`config.mk`:
```
export PLATFORM = sky130hd
export DESIGN_NAME = mem_access_stage
export DESIGN_NICKNAME = d
export VERILOG_FILES = /design/src/rtl/mem_pkg.sv /design/src/rtl/load_formatter.sv /design/src/rtl/mem_access_stage.sv
export SDC_FILE = /design/constraint.sdc
export NUM_CORES = 1
export LEC_CHECK = 0
export ABC_AREA = 1
export CAP_MARGIN = 20
export CORE_AREA = 2 2 92 94
export DETAILED_ROUTE_END_ITERATION = 6
export DIE_AREA = 0 0 94 96
export DONT_BUFFER_PORTS = 1
export PLACE_DENSITY = 0.68
export SLEW_MARGIN = 30
export SYNTH_ARGS = -nofsm -noshare
export SYNTH_HDL_FRONTEND = slang
export SYNTH_SLANG_ARGS = --single-unit
```
`constraint.sdc`:
```
create_clock -name clk -period 2.75 [get_ports clk]
set_input_delay 0.4125 -clock clk [delete_from_list [all_inputs] [get_ports clk]]
set_output_delay 0.4125 -clock clk [all_outputs]
set_load 0.01 [all_outputs]
```
`src/rtl/mem_pkg.sv`:
```
// Shared definitions for the MEM stage: funct3 encodings, result-source code,
// FSM state type and the alignment rule used by the access decode.
package mem_pkg;

  localparam logic [2:0] F3_B  = 3'b000;
  localparam logic [2:0] F3_H  = 3'b001;
  localparam logic [2:0] F3_W  = 3'b010;
  localparam logic [2:0] F3_BU = 3'b100;
  localparam logic [2:0] F3_HU = 3'b101;

  localparam logic [1:0] RESULTSRC_LOAD = 2'b01;

  typedef enum logic [1:0] {
    IDLE,
    BUSY,
    DONE
  } mem_state_t;

  // funct3[1:0] encodes the access size for both loads and stores.
  function automatic logic is_misaligned(input logic [2:0] funct3, input logic [1:0] offset);
    case (funct3[1:0])
      2'b01:   return offset[0];
      2'b10:   return offset != 2'b00;
      default: return 1'b0;
    endcase
  endfunction

endpackage

```
`src/rtl/load_formatter.sv`:
```
// Purely combinational load-data formatter: lane select by byte offset,
// then sign/zero extension according to funct3.
module load_formatter
  import mem_pkg::*;
(
  input  logic [31:0] i_rdata,
  input  logic [1:0]  i_offset,
  input  logic [2:0]  i_funct3,
  output logic [31:0] o_data
);

  logic [7:0]  w_byte;
  logic [15:0] w_half;

  assign w_byte = i_rdata[8*i_offset +: 8];
  assign w_half = i_offset[1] ? i_rdata[31:16] : i_rdata[15:0];

  always_comb begin
    o_data = '0;
    case (i_funct3)
      F3_B:    o_data = {{24{w_byte[7]}}, w_byte};
      F3_H:    o_data = {{16{w_half[15]}}, w_half};
      F3_W:    o_data = i_rdata;
      F3_BU:   o_data = {24'h0, w_byte};
      F3_HU:   o_data = {16'h0, w_half};
      default: o_data = '0;
    endcase
  end

endmodule

```
`src/rtl/mem_access_stage.sv`:
```
// MEM stage: issues loads/stores over a req/ready handshake, stalls while an access
// is outstanding. Optional BUSY watchdog with BusErrM is enabled by MEM_ACCESS_TIMEOUT_EN.
module mem_access_stage
  import mem_pkg::*;
#(
  parameter logic [31:0] RESET_VALUE_32 = 32'h0
`ifdef MEM_ACCESS_TIMEOUT_EN
  ,
  parameter int unsigned TIMEOUT_CYCLES = 255
`endif
) (
  input  logic        clk,
  input  logic        n_rst,
  input  logic        MemValidM,
  input  logic        MemWriteM,
  input  logic [1:0]  ResultSrcM,
  input  logic [31:0] InstrM,
  input  logic [31:0] ALUResultM,
  input  logic [31:0] WriteDataM,
  input  logic        HoldM,
  output logic        dmem_req,
  output logic        dmem_we,
  output logic [31:0] dmem_addr,
  output logic [3:0]  dmem_be,
  output logic [31:0] dmem_wdata,
  input  logic        dmem_ready,
  input  logic [31:0] dmem_rdata,
  output logic [31:0] ReadDataM,
  output logic        StallMem,
`ifdef MEM_ACCESS_TIMEOUT_EN
  output logic        BusErrM,
`endif
  output logic        MisalignM
);

  mem_state_t  r_state;
  mem_state_t  w_next;
  logic [31:0] r_cap;
  logic [2:0]  w_funct3;
  logic [1:0]  w_offset;
  logic        w_is_load;
  logic        w_is_mem;
  logic        w_mis;
  logic        w_acc;
  logic        w_done;
  logic [31:0] w_fmt;
  logic [31:0] w_ld_data;
  logic        w_unused;

  assign w_funct3  = InstrM[14:12];
  assign w_offset  = ALUResultM[1:0];
  assign w_unused  = ^{InstrM[31:15], InstrM[11:0]};

  assign w_is_load = (ResultSrcM == RESULTSRC_LOAD);
  assign w_is_mem  = MemValidM & (MemWriteM | w_is_load);
  assign w_mis     = w_is_mem & is_misaligned(w_funct3, w_offset);
  assign w_acc     = w_is_mem & ~w_mis;
  assign MisalignM = w_mis;

  load_formatter u_load_formatter (
    .i_rdata  (dmem_rdata),
    .i_offset (w_offset),
    .i_funct3 (w_funct3),
    .o_data   (w_fmt)
  );

  // Stores never return data to MEM/WB.
  assign w_ld_data = (w_is_load & ~MemWriteM) ? w_fmt : 32'h0;

  assign dmem_we   = MemWriteM;
  assign dmem_addr = {ALUResultM[31:2], 2'b00};

  always_comb begin
    dmem_be    = 4'b1111;
    dmem_wdata = WriteDataM;
    if (MemWriteM) begin
      case (w_funct3[1:0])
        2'b00: begin
          dmem_be    = 4'b0001 << w_offset;
          dmem_wdata = {4{WriteDataM[7:0]}};
        end
        2'b01: begin
          dmem_be    = w_offset[1] ? 4'b1100 : 4'b0011;
          dmem_wdata = {2{WriteDataM[15:0]}};
        end
        default: ;
      endcase
    end
  end

`ifdef MEM_ACCESS_TIMEOUT_EN
  logic [15:0] r_cnt;
  logic        w_timeout;
  assign w_timeout = (r_state == BUSY) & ~dmem_ready & (r_cnt == 16'(TIMEOUT_CYCLES));
`endif

  // NOTE: every combinational output gets a default before the case so no path
  // leaves a signal unassigned, which would otherwise infer a latch.
  always_comb begin
    w_next   = r_state;
    dmem_req = 1'b0;
    StallMem = 1'b0;
    w_done   = 1'b0;
    case (r_state)
      IDLE: begin
        dmem_req = w_acc;
        if (w_acc) begin
          if (dmem_ready) begin
            w_done = 1'b1;
            if (HoldM) w_next = DONE;
          end else begin
            StallMem = 1'b1;
            w_next   = BUSY;
          end
        end
      end
      BUSY: begin
        dmem_req = 1'b1;
        StallMem = ~dmem_ready;
        if (dmem_ready) begin
          w_done = 1'b1;
          w_next = HoldM ? DONE : IDLE;
        end
`ifdef MEM_ACCESS_TIMEOUT_EN
        else if (w_timeout) begin
          dmem_req = 1'b0;
          StallMem = 1'b0;
          w_next   = IDLE;
        end
`endif
      end
      DONE: begin
        if (!HoldM) w_next = IDLE;
      end
      default: w_next = IDLE;
    endcase
    // An in-flight access is simply dropped while reset is held.
    if (!n_rst) begin
      dmem_req = 1'b0;
      StallMem = 1'b0;
    end
  end

  always_comb begin
    ReadDataM = 32'h0;
    if (r_state == DONE)  ReadDataM = r_cap;
    else if (w_done)      ReadDataM = w_ld_data;
  end

`ifdef MEM_ACCESS_TIMEOUT_EN
  assign BusErrM = w_timeout & n_rst;
`endif

  // NOTE: sequential state uses non-blocking assignments so every register
  // samples pre-edge values regardless of process evaluation order.
  always_ff @(posedge clk) begin
    if (!n_rst) begin
      r_state <= IDLE;
      r_cap   <= RESET_VALUE_32;
    end else begin
      r_state <= w_next;
      if (w_done && HoldM) r_cap <= w_ld_data;
    end
  end

`ifdef MEM_ACCESS_TIMEOUT_EN
  // r_cnt holds the number of BUSY cycles including the current one.
  always_ff @(posedge clk) begin
    if (!n_rst)                                 r_cnt <= '0;
    else if (r_state != BUSY && w_next == BUSY) r_cnt <= 16'd1;
    else if (r_state == BUSY)                   r_cnt <= r_cnt + 16'd1;
  end
`endif

endmodule
```
==> results by group, run 1 <==
Status
  – Status: finished clean

Setup path
  – Critical path arrival: around 1900 ps
  – Reg2reg path depth: 9
  – Kind of end point of the critical path: output pin
  – Crit Path Max Fanout: 10
  – Startpoint types: primary input
  – Critical setup path kind: in2out
  – Worst EP required: roughly 2300 ps

Clocking
  – CTS max path bufs: 2
  – Clock-pin slew on the worst setup and hold paths: roughly 70 ps
  – Hold-fix buffers at CTS: 0
  – Post-cts sizing count: 0
  – Worst-skew pair later-pin latency: just under 300 ps
  – CTS tree: done
  – TritonCTS buffer count: 5
  – Post-CTS Setup Repair Bufs: 0
  – Clock Sinks: 34
  – Root buf cell: clkbuf_8
  – Htree depth: 2

Synth
  – Async S/R FF share, synth: 0
  – Synth warn: 0
  – #FFs+latches synth: 34
  – Synthesized area: 0.003676 mm^2
  – Top cells by count, synth: nand2_1, inv_1, nor2_1
  – Dominant cells by area after synthesis: nand2_1, dfxtp_1, inv_1
  – Synthesized instance count: 646
  – Synth top area share: 0.2022
  – Most common cell in the synthesized netlist: nand2_1
  – Sequential area share after synthesis: 0.1852
  – Post-synth EDFFs: 0
  – Unique masters post-synth: 35
  – Avg Cell Area, Syn: approximately 5.7 um^2
  – Main synth FF type: dfxtp_1
  – Cell taking the most area after synthesis: nand2_1

Route
  – DRT Wirelength: 11240 um
  – Detailed router's first-iteration violation count: around 160
  – Via count: 3720
  – Via/cell ratio: about 5.1
  – Drt first pass iters: 5
  – Residual DRC count: 0
  – Routed WL per cell: 15.51 um
  – Antenna Nets Post-Route: 0

Die
  – # IOs: 240
  – Initial Util: 0.4566
  – Height of the chip: between 90 and 100 um
  – Placement Rows: 33
  – Core area: between 0.008 and 0.009 mm^2
  – Die width: 94 um
  – Die footprint: 0.009024 mm^2

STA
  – Clock skew: between 6 and 7 ps
  – Worst slew pin tran: 580.2 ps
  – RSZ-0062 raised after global routing: false
  – Final setup TNS: 0 ps
  – Max Fclk: 427.1 MHz
  – Final max-slew violation count: 0
  – Post-layout min period: ~2300 ps
  – Fin. Hold Viols: 0
  – Setup violations, final: 0
  – Max_slew headroom: 0.6132
  – Period utilization: 0.8515

Power
  – Peak supply drop: about 0.26 mV
  – Power density over the cells: approximately 380 mW/mm^2
  – Lkg Pwr: around 1.9 nW

GRT
  – Number of global-route vias before repair: about 3400
  – GR Overflow Total: 0
  – Tot GR Track Use: 0.2448
  – Largest net degree at the start of global routing: around 60
  – Initial antenna violation count: 6
  – First-pass GRT wire length: 17240 um

Place
  – Placed cell count: 715
  – HPWL Detailed: 8890 um
  – PortBufs: 0
  – GP Congestion: between 0.8 and 0.9

Min path
  – Min-delay worst type: in2reg
  – Hold depth: 1

Final layout
  – Final #Nets: 756
  – Number of fill cells: approximately 850
  – Core Util, Final: 0.4527
  – Final Non-Filler Cells: 725
  – Area Growth Syn to Fin: -0.8508%
  – Share of cells above drive strength 1: 0.1232

Job
  – Max_cap viols: 0
## metrics by stage
stage / power [mW] / cell area, um^2 / hold slack [ps] / worst slack, ps
finish: 1.383 / 3645 / 191.4 / 408.4
global route: 1.461 / 3637 / 190.6 / 264.4
CTS: 1.388 / 3637 / 187.9 / 435.3
floorplan: 0.8958 / 3680 / 489.5 / 731.4
detailed placement: 0.9058 / 3525 / 495.7 / 444.5
global placement: 0.8961 / 3525 / 494.7 / 440.5
## critical path, stage by stage
cell	delay, ps
inv_1	40
ha_1	230
nand2_1	230
clkinv_1	310
a22oi_1	300
a21oi_1	140
nand2_1	80
o21ai_0	170
## layer usage
metal / global-route usage / part of all wire / wire length, um
met5: 0 / 0.0044 / 50
met4: 0.08575 / 0.021 / 238
met3: 0.1331 / 0.14 / 1518
met2: 0.3821 / 0.43 / 4825
met1: 0.2850 / 0.41 / 4610
## path summary, 6_finish.rpt
path	end	slack [ps]	start
min reg2reg	r_cap[0]$_SDFFE_PN0P_	520	r_cap[0]$_SDFFE_PN0P_
max	ReadDataM[10]	410	InstrM[13]
max reg2reg	r_cap[27]$_SDFFE_PN0P_	1460	r_state[0]$_SDFFE_PN0P_
min	r_state[0]$_SDFFE_PN0P_	190	dmem_ready
## report_power, final
group / total [mW] / switching [mW] / leakage, nW / internal (mW)
sequential: 0.524 / 0.00640 / 0.277 / 0.517
combinational: 0.373 / 0.241 / 1.57 / 0.132
clock: 0.486 / 0.196 / 0.0573 / 0.290
total: 1.38 / 0.444 / 1.91 / 0.939
## flip-flops by register name, summed over array words and instances, names as in the netlist
signal / count
r_cap: 32
r_state: 2
## cells by family after synthesis
logic type,share of synthesized area
buf+inv,0.2635
compound gates,0.2049
other cells,0.001020
simple gates,0.3353
fa+ha+maj,0.01021
flops,0.1852
## layout by cell type (no fill, tap or decap), types with 2 or more instances in the layout
cell	Yosys	routed
a21oi_1	27	27
a21oi_2	18	18
a21oi_4	2	2
a22oi_1	9	9
buf_4	45	35
clkbuf_8	2	6
clkinv_1	2	2
conb_1	1	2
dfxtp_1	34	34
diode_2	0	3
ha_1	3	3
inv_1	96	95
inv_2	2	3
nand2_1	198	198
nand2_2	2	2
nand3_1	13	13
nand3b_1	2	2
nor2_1	87	87
nor2_2	2	2
nor3_1	2	2
o21ai_0	30	30
o21ai_1	20	20
o22ai_1	15	15
## area by class of cell
cell class                      instances  area (um^2)  area share
Multi-Input combinational cell        438         2031      0.5572
Timing Repair Buffer                   36        282.8     0.07758
Inverter                              102        399.1      0.1095
Antenna cell                            3        7.507    0.002060
Clock buffer                            6        82.58     0.02266
Clock inverter                          1        30.03    0.008239
Tap cell                              105        131.4     0.03605
Sequential cell                        34        680.7      0.1867
Power figures use the tool's default switching activity.
==> run 2, diff against run 1 <==
PLACE_DENSITY = 0.72   (was 0.68)
==> results by group, run 2 (synthesized netlist as in run 1, its figures left out) <==
Status
  – Status: finished clean (unchanged)

Job
  – Max_cap viols: 0 (unchanged)

Final layout
  – Final #Nets: 753 (was 756)
  – Largest register by flop count: r_cap (unchanged)
  – Top Registers: r_cap x32, r_state x2 (unchanged)
  – Share of cells above drive strength 1: 0.1171 (was 0.1232)
  – Area Growth Syn to Fin: -2.451% (was -0.8508%)
  – Core Util, Final: 0.4454 (was 0.4527)
  – Final Non-Filler Cells: 722 (was 725)
  – Commonest non-fill, non-tap cell in the layout: nand2_1 (unchanged)
  – Most frequent cells in the layout: nand2_1, inv_1, nor2_1, dfxtp_1, buf_4 (was nand2_1, inv_1, nor2_1, buf_4, dfxtp_1)
  – Largest register FFs: 32 (unchanged)

Setup path
  – Critical setup path kind: in2out (unchanged)
  – Critical path arrival: 2100 ps (was 1930 ps)
  – Worst EP required: 2340 ps (about the same)
  – Startpoint types: primary input (unchanged)
  – Crit Path Max Fanout: 24 (was 10)
  – Kind of end point of the critical path: output pin (unchanged)
  – R2r setup slk: 1080 ps (was 1460 ps)

Route
  – Uppermost routed layer: met5 (unchanged)
  – Routed met1 length: 4709 um (was 4610 um)
  – Drt first pass iters: 5 (unchanged)
  – Antenna Nets Post-Route: 0 (unchanged)
  – Met2 routed WL: 4935 um (was 4825 um)
  – Via/cell ratio: 5.208 (was 5.131)
  – Residual DRC count: 0 (unchanged)
  – Routed WL per cell: 16.19 um (was 15.51 um)
  – Via count: 3760 (was 3720)
  – Met3 wire length: 1766 um (was 1518 um)
  – Detailed router's first-iteration violation count: 238 (was 162)
  – DRT Wirelength: 11690 um (was 11240 um)

Die
  – Die width: 94 um (unchanged)
  – Die footprint: 0.009024 mm^2 (unchanged)
  – # IOs: 240 (unchanged)
  – Initial Util: 0.4566 (unchanged)
  – Height of the chip: 96 um (unchanged)
  – Core area: 0.008051 mm^2 (unchanged)
  – Placement Rows: 33 (unchanged)

Place
  – HPWL Detailed: 9164 um (was 8890 um)
  – GP Congestion: 0.9465 (was 0.8960)
  – Placed cell count: 712 (was 715)
  – PortBufs: 0 (unchanged)

Clocking
  – Clock Sinks: 34 (unchanged)
  – Root buf cell: clkbuf_8 (unchanged)
  – Clock-pin slew on the worst setup and hold paths: 70 ps (about the same)
  – Htree depth: 2 (unchanged)
  – Worst-skew pair later-pin latency: 290 ps (about the same)
  – Post-CTS Setup Repair Bufs: 0 (unchanged)
  – Post-cts sizing count: 0 (unchanged)
  – CTS tree: done (unchanged)
  – CTS max path bufs: 2 (unchanged)
  – Hold-fix buffers at CTS: 0 (unchanged)
  – TritonCTS buffer count: 5 (unchanged)

STA
  – Max_slew headroom: 0.5327 (was 0.6132)
  – Final setup TNS: 0 ps (unchanged)
  – Setup violations, final: 0 (unchanged)
  – RSZ-0062 raised after global routing: false (unchanged)
  – Clock skew: 10.19 ps (was 6.153 ps)
  – Max Fclk: 398.1 MHz (was 427.1 MHz)
  – Period utilization: 0.9134 (was 0.8515)
  – Fin. Hold Viols: 0 (unchanged)
  – Final max-slew violation count: 0 (unchanged)
  – Post-layout min period: 2512 ps (was 2342 ps)
  – Worst slew pin tran: 693.6 ps (was 580.2 ps)

Power
  – Lkg Pwr: 1.873 nW (was 1.906 nW)
  – Peak supply drop: 0.1891 mV (was 0.2602 mV)
  – Power density over the cells: 360.7 mW/mm^2 (was 379.6 mW/mm^2)
  – Tot Pwr: 1.294 mW (was 1.383 mW)

Min path
  – Min-delay worst type: in2reg (unchanged)

GRT
  – First-pass GRT wire length: 17120 um (was 17240 um)
  – Number of global-route vias before repair: 3230 (was 3433)
  – Initial antenna violation count: 4 (was 6)
  – Tot GR Track Use: 0.2478 (was 0.2448)
  – Largest net degree at the start of global routing: 35 (was 59)
  – GR Overflow Total: 0 (unchanged)
-- run 2: cell count changes in the layout (fill, tap and decap cells not counted) --
cell	change
bufinv_16	-1
clkinv_2	+1
buf_12	-1
inv_1	+1
diode_2	-1
buf_4	-2
inv_2	-1
clkbuf_1	+1
-- run 2: cell type report --
type / count / area (um^2)
inverters: 102 / 399.1
clock buffers: 7 / 86.33
repair buffers: 33 / 247.7
well taps: 105 / 131.4
fillers: 884 / 4466
diodes: 2 / 5.005
multi-input cells: 438 / 2031
flip-flops and latches: 34 / 680.7
clock inverters: 1 / 5.005
-- run 2: path summary, 6_finish.rpt --
check / startpoint / to / cells after the start
max: InstrM[13] / ReadDataM[9] / 8
min: dmem_ready / r_state[0]$_SDFFE_PN0P_ / 1
max reg2reg: r_state[0]$_SDFFE_PN0P_ / r_cap[28]$_SDFFE_PN0P_ / 9
min reg2reg: r_cap[9]$_SDFFE_PN0P_ / r_cap[9]$_SDFFE_PN0P_ / 4
-- run 2: worst max-delay path, stage by stage --
cell,delay [ps]
inv_1,80
ha_1,180
clkinv_1,270
nor2_1,270
nand2_4,270
a21oi_1,350
nand2_1,90
o21ai_0,180
-- run 2: routing by layer --
layer | up-vias | track usage
li1 | 1874 | -
met1 | 1651 | 0.3079
met2 | 204 | 0.3655
met3 | 27 | 0.1402
met4 | 4 | 0.07246
met5 | - | 0
-- run 2: report_power, final --
group	total, mW	internal [mW]	switching, mW	leakage (nW)
combinational	0.374	0.128	0.247	1.55
sequential	0.524	0.517	0.00675	0.277
clock	0.395	0.202	0.193	0.0482
total	1.29	0.847	0.446	1.87
-- run 2: per-stage QoR --
| stage | hold slack [ps] | setup slack, ps | area, um^2 |
|---|---|---|---|
| detailed placement | 498.0 | 238.4 | 3490 |
| global placement | 495.4 | 340.8 | 3490 |
| floorplan | 489.5 | 731.4 | 3680 |
| CTS | 194.4 | 237.8 | 3581 |
| global route | 189.7 | 114.2 | 3583 |
| finish | 196.3 | 238.2 | 3586 |
==> RTL edit, RTL diff (settings of run 2) <==
Encoding of `mem_state_t`: now one-hot (3 bits for 3 states).
--- a/src/rtl/mem_pkg.sv
+++ b/src/rtl/mem_pkg.sv
@@ -10,10 +10,10 @@
 
   localparam logic [1:0] RESULTSRC_LOAD = 2'b01;
 
-  typedef enum logic [1:0] {
-    IDLE,
-    BUSY,
-    DONE
+  typedef enum logic [2:0] {
+    IDLE = 3'b001,
+    BUSY = 3'b010,
+    DONE = 3'b100
   } mem_state_t;
 
   // funct3[1:0] encodes the access size for both loads and stores.
Function: no difference found for any inputs over 10 cycles, from zero or initial values and one cycle with n_rst low; not proved beyond that.
==> RTL edit against run 2 <==
  * Worst setup slack gained 190 ps
  * Routed wire length increased by 4.8%
  * Sequential cell count increased by 1
  * Synthesized area fell by 3.3%
  * Clock power is 4% lower
  * Power is 1.3% higher
  * Fmax rose by 8.1%
  * Design area up 1.0%
  * Critical path type is now flop to output pin
==> RTL edit: results (changes against run 2) <==
- Register area: 701 um^2 (was 681 um^2)
- Non-filler cells, final: 745 (was 722)
- FF-to-FF End: r_cap[23]$_SDFFE_PN0P_ (was r_cap[28]$_SDFFE_PN0P_)
- Post-Route WL: 12.2 mm (was 11.7 mm)
- RR Startpoint: r_state[1]$_SDFFE_PN0P_ (was r_state[0]$_SDFFE_PN0P_)
- Vias in the first global route: 3667 (was 3230)
- DR iter-0 viols: 286 (was 238)
- Worst r2r path cells: 7 (was 9)
- Worst slew pin tran: 587 ps (was 694 ps)
- Pin count of the biggest net entering global routing: 53 (was 35)
- Share of layout cells above drive strength 1: 10.2% (was 11.7%)
- GPL Wtd Cong: 0.901 (was 0.947)
- Seq/Total Area, Yosys: 19.7% (was 18.5%)
- Drt first pass iters: 6 (was 5)
- Final setup skew: 5.00 ps (was 10.2 ps)
- Hold Path Sink: r_state[1]$_SDFFE_PN0P_ (was r_state[0]$_SDFFE_PN0P_)
- Post-place instance area: 3530 um^2 (was 3490 um^2)
- GR Util All Layers: 27.1% (was 24.8%)
- Biggest regs: r_cap x32, r_state x3 (was r_cap x32, r_state x2)
- Nets@finish: 774 (was 753)
- Internal power: 844 uW (was 847 uW)
- R2R Setup Slk: 890 ps (was 1080 ps)
- Crit path DAT: 1910 ps (was 2100 ps)
- DPL Wire Length: 9.49 mm (was 9.16 mm)
- Cell leakage power: 1.96 nW (was 1.87 nW)
- Hold Path Cell Cnt: 1 (unchanged)
- Initial antenna violation count: 6 (was 4)
- Area contributors post-synth: nand2_1, dfxtp_1, inv_1 (unchanged)
- Worst path top cell family by delay: compound AO/OA/AOI/OAI gates (was simple AND/OR/NAND/NOR gates)
- Most common library cells after synthesis: nand2_1, inv_1, nor2_1 (unchanged)
- Dpl ws: 488 ps (was 238 ps)
- DP Cell Count: 733 (was 712)
- Run status: complete, no violations (unchanged)
-- RTL edit: changes by cell type after synthesis, sizes merged, moves of 5 or more --
| cell | run 2 | this run |
|---|---|---|
| inv | 99 | 116 |
| o22ai | 15 | 25 |
| o21ai | 51 | 42 |
| nand3 | 14 | 21 |
| nor2 | 90 | 83 |
| a21oi | 47 | 42 |
| a22oi | 9 | 4 |
-- RTL edit: power by group through the flow --
stage	sequential [mW]	combinational, mW	clock (mW)
3_5_place_dp	0.556	0.380	0
6_report	0.544	0.388	0.378
5_1_grt	0.547	0.437	0.410
4_1_cts	0.544	0.383	0.387
2_1_floorplan	0.553	0.353	0
3_3_place_gp	0.554	0.370	0
-- RTL edit: worst max-delay path by stage --
stage               slack [ps]  cells after the start             to               startpoint
floorplan                  750                      9  ReadDataM[13]               InstrM[13]
global placement           500                      9  ReadDataM[11]               InstrM[13]
detailed placement         490                      4   ReadDataM[7]  r_state[2]$_SDFFE_PN0P_
CTS                        160                      4   ReadDataM[7]  r_state[2]$_SDFFE_PN0P_
global route               230                      4   ReadDataM[7]  r_state[2]$_SDFFE_PN0P_
finish                     430                      4  ReadDataM[13]  r_state[2]$_SDFFE_PN0P_
-- RTL edit: worst register-to-register path: stages (launching register included) --
cell and delay, ps:
dfxtp_1 400, inv_1 70, nor3_2 230, inv_1 80, nand2_1 140, nand3_4 460, nor2_1 300, nor2_1 70
-- RTL edit: logic make-up (layout without fill, tap and decap cells) --
logic type / Yosys count / after routing / share of synthesized area [%]
simple gates: 315 / 315 / 35.8
other cells: 1 / 6 / 0.105
buf+inv: 189 / 167 / 25.8
fa+ha+maj: 3 / 3 / 1.06
compound gates: 114 / 114 / 17.6
flops: 35 / 35 / 19.7
-- RTL edit: final cells by class --
type	instances	share of cell area [%]
Sequential cell	35	19.3
Clock buffer	6	2.00
Timing Repair Buffer	42	8.70
Antenna cell	4	0.276
Multi-Input combinational cell	434	53.6
Clock inverter	2	0.345
Tap cell	105	3.63
Inverter	117	12.1
-- RTL edit: metal layers --
metal	global-route usage, %	share of wire [%]	vias to the layer above	wire length (um)
li1	-	-	1929	-
met1	31.6	39	1739	4820
met2	41.4	40	235	4880
met3	16.1	17	46	2080
met4	9.42	3.6	4	437
met5	0	0.28	-	34
